===== config.mk =====
export PLATFORM = sky130hd
export DESIGN_NAME = freq_meter
export DESIGN_NICKNAME = d
export VERILOG_FILES = /design/src/rtl/freq_meter.sv
export SDC_FILE = /design/constraint.sdc
export NUM_CORES = 1
export LEC_CHECK = 0
export CAP_MARGIN = 25
export CELL_PAD_IN_SITES_DETAIL_PLACEMENT = 0
export CELL_PAD_IN_SITES_GLOBAL_PLACEMENT = 1
export CORE_UTILIZATION = 49
export DETAILED_ROUTE_END_ITERATION = 6
export GPL_ROUTABILITY_DRIVEN = 0
export GPL_TIMING_DRIVEN = 0
export PLACE_DENSITY_LB_ADDON = 0.1
export SETUP_SLACK_MARGIN = 0.1
export SLEW_MARGIN = 20
export SYNTH_ARGS = -nofsm -noshare
export SYNTH_HDL_FRONTEND = slang
export SYNTH_SLANG_ARGS = --single-unit
export TNS_END_PERCENT = 30

===== constraint.sdc =====
create_clock -name clk -period 8.45 [get_ports clk]
set_input_delay 0.845 -clock clk [delete_from_list [all_inputs] [get_ports clk]]
set_output_delay 0.845 -clock clk [all_outputs]
set_load 0.01 [all_outputs]

===== src/rtl/freq_meter.sv =====
// freq_meter: counts rising edges of an asynchronous input across fixed
// windows of GATE_CYCLES clk cycles. Each completed window publishes a result.
//
// Ports
//   clk        system clock; all state changes on its rising edge
//   rst        asynchronous, active-high reset
//   en         synchronous measurement enable; dropping it aborts the window
//   sig_in     signal under measurement (asynchronous to clk)
//   freq_out   edges counted in the last completed window (saturating)
//   valid      one-cycle strobe marking each freq_out update
//   overflow   last completed window lost edges to counter saturation
//   no_signal  last completed window counted zero edges
//
// Handshake: valid is a pure strobe with no ready. freq_out, overflow and
// no_signal change only in the cycle valid is high and hold otherwise; a
// consumer that misses the strobe can still read the held result.
//
// The FSM state is kept in state_q (IDLE/MEASURE) for checker binding.
module freq_meter #(
  parameter int unsigned GATE_CYCLES = 50_000_000,
  parameter int unsigned CNT_W       = 32
) (
  input  logic             clk,
  input  logic             rst,
  input  logic             en,
  input  logic             sig_in,
  output logic [CNT_W-1:0] freq_out,
  output logic             valid,
  output logic             overflow,
  output logic             no_signal
);

  typedef enum logic {
    IDLE    = 1'b0,
    MEASURE = 1'b1
  } state_t;

  localparam logic [31:0]      GATE_LAST = 32'(GATE_CYCLES - 1);
  localparam logic [CNT_W-1:0] CNT_MAX   = '1;

  state_t state_q, state_d;

  // Synchronizer and edge detector: free-running in both states, so the
  // pulse latency (3 clk from sig_in rise) does not depend on en.
  logic sync_1, sync_2, sync_2_d, edge_pulse;

  always_ff @(posedge clk or posedge rst) begin
    if (rst) begin
      sync_1     <= 1'b0;
      sync_2     <= 1'b0;
      sync_2_d   <= 1'b0;
      edge_pulse <= 1'b0;
    end else begin
      sync_1     <= sig_in;
      sync_2     <= sync_1;
      sync_2_d   <= sync_2;
      edge_pulse <= sync_2 & ~sync_2_d;
    end
  end

  logic [31:0]      gate_q, gate_d;
  logic [CNT_W-1:0] cnt_q, cnt_d;
  logic             sat_q, sat_d;
  logic [CNT_W-1:0] freq_d;
  logic             valid_d, overflow_d, no_signal_d;

  // Edge count including this cycle's pulse, clamped at CNT_MAX. An edge
  // arriving while already at CNT_MAX is a lost edge and marks overflow.
  logic             cnt_full;
  logic [CNT_W-1:0] cnt_inc;
  logic             edge_lost;

  assign cnt_full  = (cnt_q == CNT_MAX);
  assign cnt_inc   = (edge_pulse && !cnt_full) ? cnt_q + 1'b1 : cnt_q;
  assign edge_lost = edge_pulse & cnt_full;

  always_comb begin
    state_d     = state_q;
    gate_d      = gate_q;
    cnt_d       = cnt_q;
    sat_d       = sat_q;
    freq_d      = freq_out;
    overflow_d  = overflow;
    no_signal_d = no_signal;
    valid_d     = 1'b0;

    unique case (state_q)
      IDLE: begin
        if (en) begin
          state_d = MEASURE;
          gate_d  = '0;
          cnt_d   = '0;
          sat_d   = 1'b0;
        end
      end
      MEASURE: begin
        if (!en) begin
          // Partial window is dropped; published results are untouched.
          state_d = IDLE;
        end else if (gate_q == GATE_LAST) begin
          // Terminal cycle: publish, and start the next window with no gap.
          // A pulse in this cycle belongs to the closing window.
          valid_d     = 1'b1;
          freq_d      = cnt_inc;
          overflow_d  = sat_q | edge_lost;
          no_signal_d = (cnt_inc == '0);
          gate_d      = '0;
          cnt_d       = '0;
          sat_d       = 1'b0;
        end else begin
          gate_d = gate_q + 32'd1;
          cnt_d  = cnt_inc;
          sat_d  = sat_q | edge_lost;
        end
      end
      default: state_d = IDLE;
    endcase
  end

  always_ff @(posedge clk or posedge rst) begin
    if (rst) begin
      state_q   <= IDLE;
      gate_q    <= '0;
      cnt_q     <= '0;
      sat_q     <= 1'b0;
      freq_out  <= '0;
      valid     <= 1'b0;
      overflow  <= 1'b0;
      no_signal <= 1'b0;
    end else begin
      state_q   <= state_d;
      gate_q    <= gate_d;
      cnt_q     <= cnt_d;
      sat_q     <= sat_d;
      freq_out  <= freq_d;
      valid     <= valid_d;
      overflow  <= overflow_d;
      no_signal <= no_signal_d;
    end
  end

endmodule


==> key figures, run 1 <==
Critical path
  – Data arrival, critical path: 3720 ps
  – CP Max Fanout: 10
  – Worst Setup Start Kind: flop
  – CP required: 8640 ps
  – CP Buf/Inv Count: 3
  – Critical path class: reg -> reg
  – Top cell by count, worst path: clkbuf_1
  – Slowest cell on the critical path: clkbuf_1
  – CP endpoint kind: flop
  – Critical Path, Cell by Cell: ha_1 -> and3_1 -> clkbuf_1 -> nand2_1 -> or3_1 -> or2_2 -> nand3_1 -> clkbuf_1 -> clkbuf_1 -> o22ai_1
  – Max stage delay on crit path: 530 ps
  – Top delay family on crit path: buffers and inverters
  – R2r setup slk: 4930 ps

STA
  – # setup viols final: 0
  – RSZ-0062 raised after global routing: false
  – Hold WS: 358 ps
  – TNS Setup: 0 ps
  – Post-layout minimum cycle time: 3520 ps
  – FMAX: 284 MHz
  – Count of final hold-check violations: 0
  – Worst slew margin: 0.365
  – Post-Route Skew: 10.3 ps
  – Worst-margin pin slew: 945 ps
  – Final period util: 0.417
  – Slew Viols, Final: 0

Finish
  – Final nets: 686
  – Cell area after layout: 0.00654 mm^2
  – Fillcell total: 1033
  – Area occupied by multi-input gates: 0.00273 mm^2
  – Layout area overhead: 15.7%
  – Share of layout cells above drive strength 1: 0.0701
  – N_diodes: 0
  – Final core occ: 0.593
  – Flip-flop and latch area: 0.00263 mm^2
  – Top Registers: cnt_q x32, freq_out x32, gate_q x32

Synthesis
  – Leading area contributor after synthesis: dfrtp_1
  – Synth top area cells: dfrtp_1 (46%), nand2_1 (5.3%), o21ai_0 (4.5%)
  – Yosys top cell area share: 0.464
  – Register bit total from synthesis: 105
  – Post-synth EDFFs: 0
  – Syn Inst Count: 630
  – YS warnings: 0
  – Mean Syn Cell Area: 8.98 um^2
  – Async SR Flop Fraction: 1.00
  – Syn nets: 636
  – Most common flop cell mapped by yosys: dfrtp_1
  – Register area share after synthesis: 0.464
  – Synth Cell Area: 0.00566 mm^2
  – Cell variety after synth: 58

Pwr
  – Power per cell area: 151 mW/mm^2
  – Static Leak: 2.67 nW
  – Max VDD drop: 98.9 uV

Detailed routing
  – Vias after detailed routing: 4989
  – Top routing layer used: met4
  – Routed met3 length: 961 um
  – Iteration-0 DRC Markers: 377
  – Wire per inst: 18.8 um
  – Pre-Repair DR Iteration Count: 5
  – DRT met1 WL: 7040 um
  – Final wirelength: 15500 um
  – Routed wl met2: 7130 um
  – Remaining antenna violation count: 0
  – Via density: 6.05
  – Final routed DRC violation total: 0

Min path
  – Hold Crit Class: reg -> reg

Place
  – Port bufs: 38
  – HPWL reported at the end of detailed placement: 10900 um
  – DP Area: 0.00625 mm^2

Floorplan
  – Die Width: 109 um
  – DIE AREA: 0.0120 mm^2
  – Top Ports: 39
  – CORE AREA: 0.0110 mm^2
  – Initial Util: 0.513
  – Std cell rows: 38
  – Vertical die dimension: 109 um

Clock tree
  – CTS H-tree lvls: 3
  – CTS sink cnt: 105
  – Setup Fix Bufs, Post-CTS: 0
  – Clk buf depth: 2
  – Clk slew on worst S/H paths: 70 ps
  – CTS tree: yes
  – CTS buffer count: 9
  – Worst-Skew Late Latency: 360 ps
  – Resized cells post-CTS: 0
  – Root buf cell: clkbuf_16
  – Cts hold-fix bufs: 0

GRT
  – Vias in the first global route: 4700
  – Antenna violations before repair: 0
  – Largest net degree at the start of global routing: 68
  – Total grt overflow: 0
  – First-pass GRT wire length: 25000 um
  – Gr usage total: 0.280

Run
  – Maxcap violations: 0

Outcome
  – Status: finished clean
-- Yosys cell counts, types with 3 or more instances --
cell	number
o31ai_1	19
nor4_1	6
a31oi_1	11
buf_6	6
a21o_1	3
o41ai_1	5
mux2i_1	3
o22ai_1	4
or2_2	7
xnor2_1	25
a21oi_1	41
o2bb2ai_1	8
xor2_1	13
nor3_1	18
or3_1	7
nand4_1	16
nand2_1	80
nand3_1	21
a22o_1	8
and4_1	9
and2_1	8
o21ai_0	51
nor2_1	50
clkbuf_1	30
a31o_2	3
and3_1	17
nand2b_1	3
inv_1	17
dfrtp_1	105
-- cells in the final DEF, fill, tap and decap left out, drive strengths merged, types with 11 or more instances in the layout --
cell type	n
nand4	17
o31ai	20
and3	18
clkdlybuf4s50	38
inv	17
o21ai	51
nor3	20
a21oi	41
xor2	13
dfrtp	105
xnor2	25
a31oi	11
nand2	80
clkbuf	43
nand3	21
nor2	50
buf	11
-- worst register-to-register path: cells and delay by family, from the launching register on --
| kind | cells | cell delay, ps |
|---|---|---|
| simple gates | 5 | 1240 |
| compound gates | 1 | 200 |
| buf+inv | 3 | 1290 |
| fa+ha+maj | 1 | 210 |
| flops | 1 | 420 |
-- routing by layer --
layer | GRT usage | vias up
li1 | - | 2361
met4 | 0.100 | 0
met1 | 0.403 | 2445
met3 | 0.0373 | 32
met2 | 0.434 | 151
met5 | 0 | -
-- cells by family (layout without fill, tap and decap cells) --
group,after synthesis,in the layout,share of synthesized area
simple gates,253,253,0.222
xor+xnor,38,38,0.0588
compound gates,168,168,0.191
flops,105,105,0.464
mux,4,4,0.00730
buf+inv,60,115,0.0524
fa+ha+maj,2,2,0.00442
-- layout make-up --
| cell class | count | share of cell area |
|---|---|---|
| clock inverters | 5 | 0.00841 |
| inverters | 17 | 0.0105 |
| clock buffers | 11 | 0.0371 |
| flip-flops and latches | 105 | 0.402 |
| well taps | 140 | 0.0268 |
| repair buffers | 39 | 0.0623 |
| multi-input cells | 465 | 0.418 |
| plain buffers | 43 | 0.0356 |
-- report_power, final --
part | switching (mW) | total, mW | internal (mW)
clock | 0.189 | 0.426 | 0.237
combinational | 0.0377 | 0.0510 | 0.0133
sequential | 0.00335 | 0.509 | 0.505
total | 0.230 | 0.986 | 0.756
-- through the flow --
stage | total power [mW] | std cells | worst slack (ps)
after floorplan | 0.549 | 630 | 4840
after global routing | 1.01 | 825 | 4720
after CTS | 0.992 | 825 | 4930
after global placement | 0.567 | 808 | 3240
after detailed placement | 0.570 | 809 | 4710
final | 0.986 | 825 | 4930
-- final timing paths --
check                           from            to  depth (start not counted)
min in group asynchronous        rst     cnt_q[27]                          2
max in group asynchronous        rst  freq_out[10]                          3
max reg2reg                gate_q[0]     cnt_q[11]                         10
min                           sync_1        sync_2                          0
max                        gate_q[0]     cnt_q[11]                         10
min reg2reg                   sync_1        sync_2                          0
No activity file was read; power rests on OpenSTA's default activity.
==> run 2: changes to the inputs <==
--- a/config.mk
+++ b/config.mk
@@ -8,7 +8,7 @@
 export CAP_MARGIN = 25
 export CELL_PAD_IN_SITES_DETAIL_PLACEMENT = 0
 export CELL_PAD_IN_SITES_GLOBAL_PLACEMENT = 1
-export CORE_UTILIZATION = 49
+export CORE_UTILIZATION = 46
 export DETAILED_ROUTE_END_ITERATION = 6
 export GPL_ROUTABILITY_DRIVEN = 0
 export GPL_TIMING_DRIVEN = 0
==> constraint.sdc (replaced) <==
create_clock -name clk -period 3.3 [get_ports clk]
set_input_delay 0.33 -clock clk [delete_from_list [all_inputs] [get_ports clk]]
set_output_delay 0.33 -clock clk [all_outputs]
set_load 0.01 [all_outputs]
==> key figures, run 2 (synthesis gave the netlist of run 1 again) <==
Outcome
  – Status: finished clean

STA
  – Post-Route Skew: 8.04 ps
  – Post-layout minimum cycle time: 3080 ps
  – Count of final hold-check violations: 0
  – Worst-margin pin slew: 714 ps
  – FMAX: 325 MHz
  – Hold WS: 339 ps
  – Slew Viols, Final: 0
  – TNS Setup: 0 ps
  – Final setup margin: 221 ps
  – Worst slew margin: 0.524
  – Final period util: 0.933
  – RSZ-0062 raised after global routing: true
  – # setup viols final: 0

GRT
  – Grt met3 use: 0.0337
  – Largest net degree at the start of global routing: 67
  – First-pass GRT wire length: 25200 um
  – GR peak layer: met2
  – Met2 Usage GRT: 0.420
  – Vias in the first global route: 4590
  – Gr usage total: 0.261
  – Antenna violations before repair: 0
  – Total grt overflow: 0
  – M1 GR Usage: 0.361

Pwr
  – Final Power: 2.77 mW
  – Power per cell area: 412 mW/mm^2
  – Static Leak: 2.79 nW
  – Max VDD drop: 237 uV

Detailed routing
  – Remaining antenna violation count: 0
  – Via density: 5.90
  – Final routed DRC violation total: 0
  – Iteration-0 DRC Markers: 363
  – Vias after detailed routing: 4917
  – Wire per inst: 18.8 um
  – Final wirelength: 15600 um
  – Pre-Repair DR Iteration Count: 4

Clock tree
  – Worst-Skew Late Latency: 360 ps
  – CTS buffer count: 9
  – CTS tree: yes
  – Clk slew on worst S/H paths: 70 ps
  – CTS H-tree lvls: 3
  – Root buf cell: clkbuf_16
  – Clk buf depth: 2
  – Cts hold-fix bufs: 0
  – CTS sink cnt: 105

Place
  – DP Area: 0.00625 mm^2
  – Pre-CTS setup slack: -359 ps
  – Placed Instances: 816
  – Port bufs: 38
  – HPWL reported at the end of detailed placement: 10900 um

Floorplan
  – CORE AREA: 0.0120 mm^2
  – Top Ports: 39
  – Std cell rows: 40
  – DIE AREA: 0.0127 mm^2
  – Die Width: 113 um
  – Vertical die dimension: 113 um
  – Initial Util: 0.471

Finish
  – Cell area after layout: 0.00672 mm^2
  – N_diodes: 0
  – Top Registers: cnt_q x32, freq_out x32, gate_q x32
  – Final nets: 687
  – Layout area overhead: 18.8%
  – Commonest non-fill, non-tap cell in the layout: dfrtp_1
  – Final core occ: 0.560
  – Non-Filler Instances: 833
  – Share of layout cells above drive strength 1: 0.108
  – Commonest non-fill, non-tap cells in the layout: dfrtp_1 (102), nand2_1 (80), o21ai_0 (51)
  – Fillcell total: 1144

Run
  – Maxcap violations: 0

Critical path
  – CP Max Fanout: 9
  – Critical path class: reg -> reg
  – Worst Setup Start Kind: flop
  – Data arrival, critical path: 3350 ps
  – Critical Path End: no_signal
  – RR Startpoint: cnt_q[6]
  – CP required: 3570 ps
  – CP endpoint kind: flop
  – R2r setup slk: 220 ps
  – Reg2reg path depth: 11
  – Critical Path Start: cnt_q[6]
  – Reg2reg end: no_signal

Min path
  – Hold Crit Class: in -> async
-- run 2: changes by cell type in the layout (fill, tap and decap cells not counted), sizes merged --
cell      previous run  this run
bufinv               1         4
clkbuf              43        40
buf                 11        13
clkinv               2         1
clkinvlp             2         1
inv                 17        18
-- run 2: worst min path at each step --
stage	cells after the start	slack (ps)	endpoint	startpoint
2_1_floorplan	0	330	sync_2	sync_1
3_3_place_gp	0	340	sync_2	sync_1
3_5_place_dp	0	340	sync_2	sync_1
4_1_cts	2	350	cnt_q[27]	rst
5_1_grt	2	370	cnt_q[27]	rst
6_report	2	340	cnt_q[27]	rst
-- run 2: routing by layer --
layer | wire length, um | up-vias | share of wire
met5 | 0 | - | 0
met4 | 296 | 0 | 0.019
met3 | 762 | 21 | 0.049
met2 | 7290 | 124 | 0.47
met1 | 7300 | 2401 | 0.47
li1 | - | 2371 | -
-- run 2: repair_timing --
item / in CTS / in global routing
resized for setup: 16 / 21
pin swaps: 0 / 1
endpoints found under the hold margin: 0 / 0
setup endpoints to repair: 63 / 65
setup buffers: 2 / 0
-- run 2: report_power, final --
part | switching (mW) | leakage, nW | internal, mW | total, mW
Combinational | 0.0983 | 1.18 | 0.0377 | 0.136
Clock | 0.511 | 0.176 | 0.820 | 1.33
Sequential | 0.00892 | 1.43 | 1.29 | 1.30
-- run 2: layout make-up --
type,count,area [um^2],area share
Timing Repair Buffer,41,423,0.0629
Multi-Input combinational cell,465,2800,0.416
Tap cell,147,184,0.0274
Clock inverter,7,141,0.0210
Buffer,42,254,0.0378
Sequential cell,105,2630,0.391
Inverter,17,68.8,0.0102
Clock buffer,9,225,0.0335
-- run 2: worst max-delay path: stages (launching register included) --
cell	delay, ps
dfrtp_1	350
clkbuf_8	160
nand4_4	110
or3_1	380
buf_2	180
o41a_1	450
dlymetal6s2s_1	180
nand3_2	120
mux2i_2	290
o211ai_1	120
or3_1	390
o32ai_2	250
==> run 3: changes to the inputs <==
--- a/config.mk
+++ b/config.mk
@@ -8,7 +8,7 @@
 export CAP_MARGIN = 25
 export CELL_PAD_IN_SITES_DETAIL_PLACEMENT = 0
 export CELL_PAD_IN_SITES_GLOBAL_PLACEMENT = 1
-export CORE_UTILIZATION = 46
+export CORE_UTILIZATION = 40
 export DETAILED_ROUTE_END_ITERATION = 6
 export GPL_ROUTABILITY_DRIVEN = 0
 export GPL_TIMING_DRIVEN = 0
==> key figures, run 3 (synthesis gave the netlist of run 1 again) <==
GRT
  – Vias in the first global route: 4779
  – Largest net degree at the start of global routing: 55
  – Antenna violations before repair: 0
  – Gr usage total: 0.239
  – Total grt overflow: 0
  – First-pass GRT wire length: 26300 um

STA
  – FMAX: 319 MHz
  – Count of final hold-check violations: 0
  – Post-Route Skew: 7.28 ps
  – Worst-margin pin slew: 755 ps
  – TNS Setup: 0 ps
  – RSZ-0062 raised after global routing: true
  – # setup viols final: 0
  – Slew Viols, Final: 0
  – Post-layout minimum cycle time: 3140 ps
  – Final setup margin: 163 ps
  – Final period util: 0.951
  – Worst slew margin: 0.497

Pwr
  – Power share of the clock group: 0.423
  – Seq pwr share: 0.523
  – Psw: 0.610 mW
  – Power per cell area: 375 mW/mm^2
  – Switching Share: 0.245
  – Static Leak: 2.70 nW
  – Max VDD drop: 215 uV
  – Int Pwr: 1.88 mW
  – Comb power frac: 0.054

Detailed routing
  – Vias after detailed routing: 4974
  – Via density: 5.75
  – Wire per inst: 18.8 um
  – Final routed DRC violation total: 0
  – Pre-Repair DR Iteration Count: 5
  – Final wirelength: 16200 um
  – Remaining antenna violation count: 0
  – Iteration-0 DRC Markers: 358

Floorplan
  – Vertical die dimension: 121 um
  – Initial Util: 0.409
  – CORE AREA: 0.0138 mm^2
  – Std cell rows: 43
  – Die Width: 121 um
  – DIE AREA: 0.0146 mm^2
  – Top Ports: 39

Critical path
  – Slowest cell on the critical path: dfrtp_1
  – RR Startpoint: cnt_q[8]
  – CP required: 3570 ps
  – Reg2reg end: no_signal
  – Reg2reg path depth: 10
  – Worst Setup Start Kind: flop
  – Critical Path, Cell by Cell: nand4_4 -> or3_1 -> buf_2 -> o41a_1 -> buf_2 -> nand3_2 -> mux2i_2 -> o211ai_1 -> or3_1 -> o32ai_2
  – Data arrival, critical path: 3410 ps
  – Max stage delay on crit path: 470 ps
  – Critical path class: reg -> reg
  – CP endpoint kind: flop
  – CP Max Fanout: 10
  – R2r setup slk: 160 ps

Finish
  – Top Registers: cnt_q x32, freq_out x32, gate_q x32
  – Layout area overhead: 17.3%
  – Final nets: 686
  – N_diodes: 0
  – Fillcell total: 1317
  – Commonest non-fill, non-tap cells in the layout: dfrtp_1 (104), nand2_1 (80), o21ai_0 (51)
  – Flip-flop and latch area: 0.00263 mm^2
  – Area occupied by multi-input gates: 0.00278 mm^2
  – Share of layout cells above drive strength 1: 0.107
  – Commonest non-fill, non-tap cell in the layout: dfrtp_1

Min path
  – Hold Path Sink: sync_2
  – Hold Crit Class: reg -> reg
  – Hold Path Depth: 0
  – Hold path start: sync_1

Clock tree
  – CTS buffer count: 9
  – CTS sink cnt: 105
  – Worst-Skew Late Latency: 360 ps
  – Root buf cell: clkbuf_16
  – Setup Fix Bufs, Post-CTS: 0
  – CTS tree: yes
  – Clk buf depth: 2
  – CTS H-tree lvls: 3
  – Clk slew on worst S/H paths: 70 ps
  – Cts hold-fix bufs: 0

Outcome
  – Status: finished clean

Place
  – Pre-CTS setup slack: -276 ps
  – Port bufs: 38
  – HPWL reported at the end of detailed placement: 11400 um

Run
  – Maxcap violations: 0
## run 3: power groups by stage
stage               Clock (mW)  Sequential, mW  Combinational, mW
global route              1.12            1.30              0.149
CTS                       1.08            1.30              0.137
detailed placement           0            1.33              0.135
floorplan                    0            1.33             0.0812
finish                    1.05            1.30              0.134
global placement             0            1.33              0.130
## run 3: final cells by class
| class | count | share of cell area |
|---|---|---|
| Buffer | 43 | 0.0371 |
| Tap cell | 180 | 0.0339 |
| Sequential cell | 105 | 0.396 |
| Clock inverter | 5 | 0.00452 |
| Timing Repair Buffer | 39 | 0.0615 |
| Clock buffer | 11 | 0.0381 |
| Inverter | 17 | 0.0104 |
| Multi-Input combinational cell | 465 | 0.418 |
## run 3: worst max-delay path by stage
stage | start | slack [ps] | end | cells after the start
6_report | cnt_q[8] | 160 | no_signal | 10
5_1_grt | cnt_q[10] | 40 | no_signal | 11
4_1_cts | cnt_q[10] | 60 | no_signal | 11
3_5_place_dp | gate_q[0] | -280 | cnt_q[11] | 10
3_3_place_gp | rst | -1580 | sync_1 | 2
2_1_floorplan | rst | 210 | cnt_q[0] | 1
## run 3: through the flow
| stage | utilization | instances | instance area, um^2 | hold WS, ps | power (mW) |
|---|---|---|---|---|---|
| 2_1_floorplan | - | 630 | 5660 | 331 | 1.41 |
| 3_3_place_gp | 0.453 | 848 | 6260 | 335 | 1.46 |
| 3_5_place_dp | 0.455 | 849 | 6300 | 335 | 1.46 |
| 4_1_cts | 0.479 | 865 | 6630 | 351 | 2.52 |
| 5_1_grt | 0.480 | 865 | 6640 | 361 | 2.57 |
| 6_report | 0.480 | 865 | 6640 | 349 | 2.49 |
## run 3: critical path, delay by kind of cell (launching register included)
| kind | cells | cell delay [ps] |
|---|---|---|
| AO/OA/AOI/OAI | 3 | 810 |
| buffers and inverters | 2 | 370 |
| flip-flops | 1 | 470 |
| multiplexers | 1 | 300 |
| AND/OR/NAND/NOR | 4 | 1080 |
## run 3: per-layer routing
metal  GRT usage  part of all wire
met3      0.0305             0.046
met5           0                 0
met2       0.364              0.45
met4       0.120             0.035
met1       0.335              0.47
## run 3: timing repair
action                     CTS  global route
setup endpoints to repair   63            65
cloned                       0             0
pin swaps                    1             0
hold endpoints to repair     0             0
resized for setup           18            20
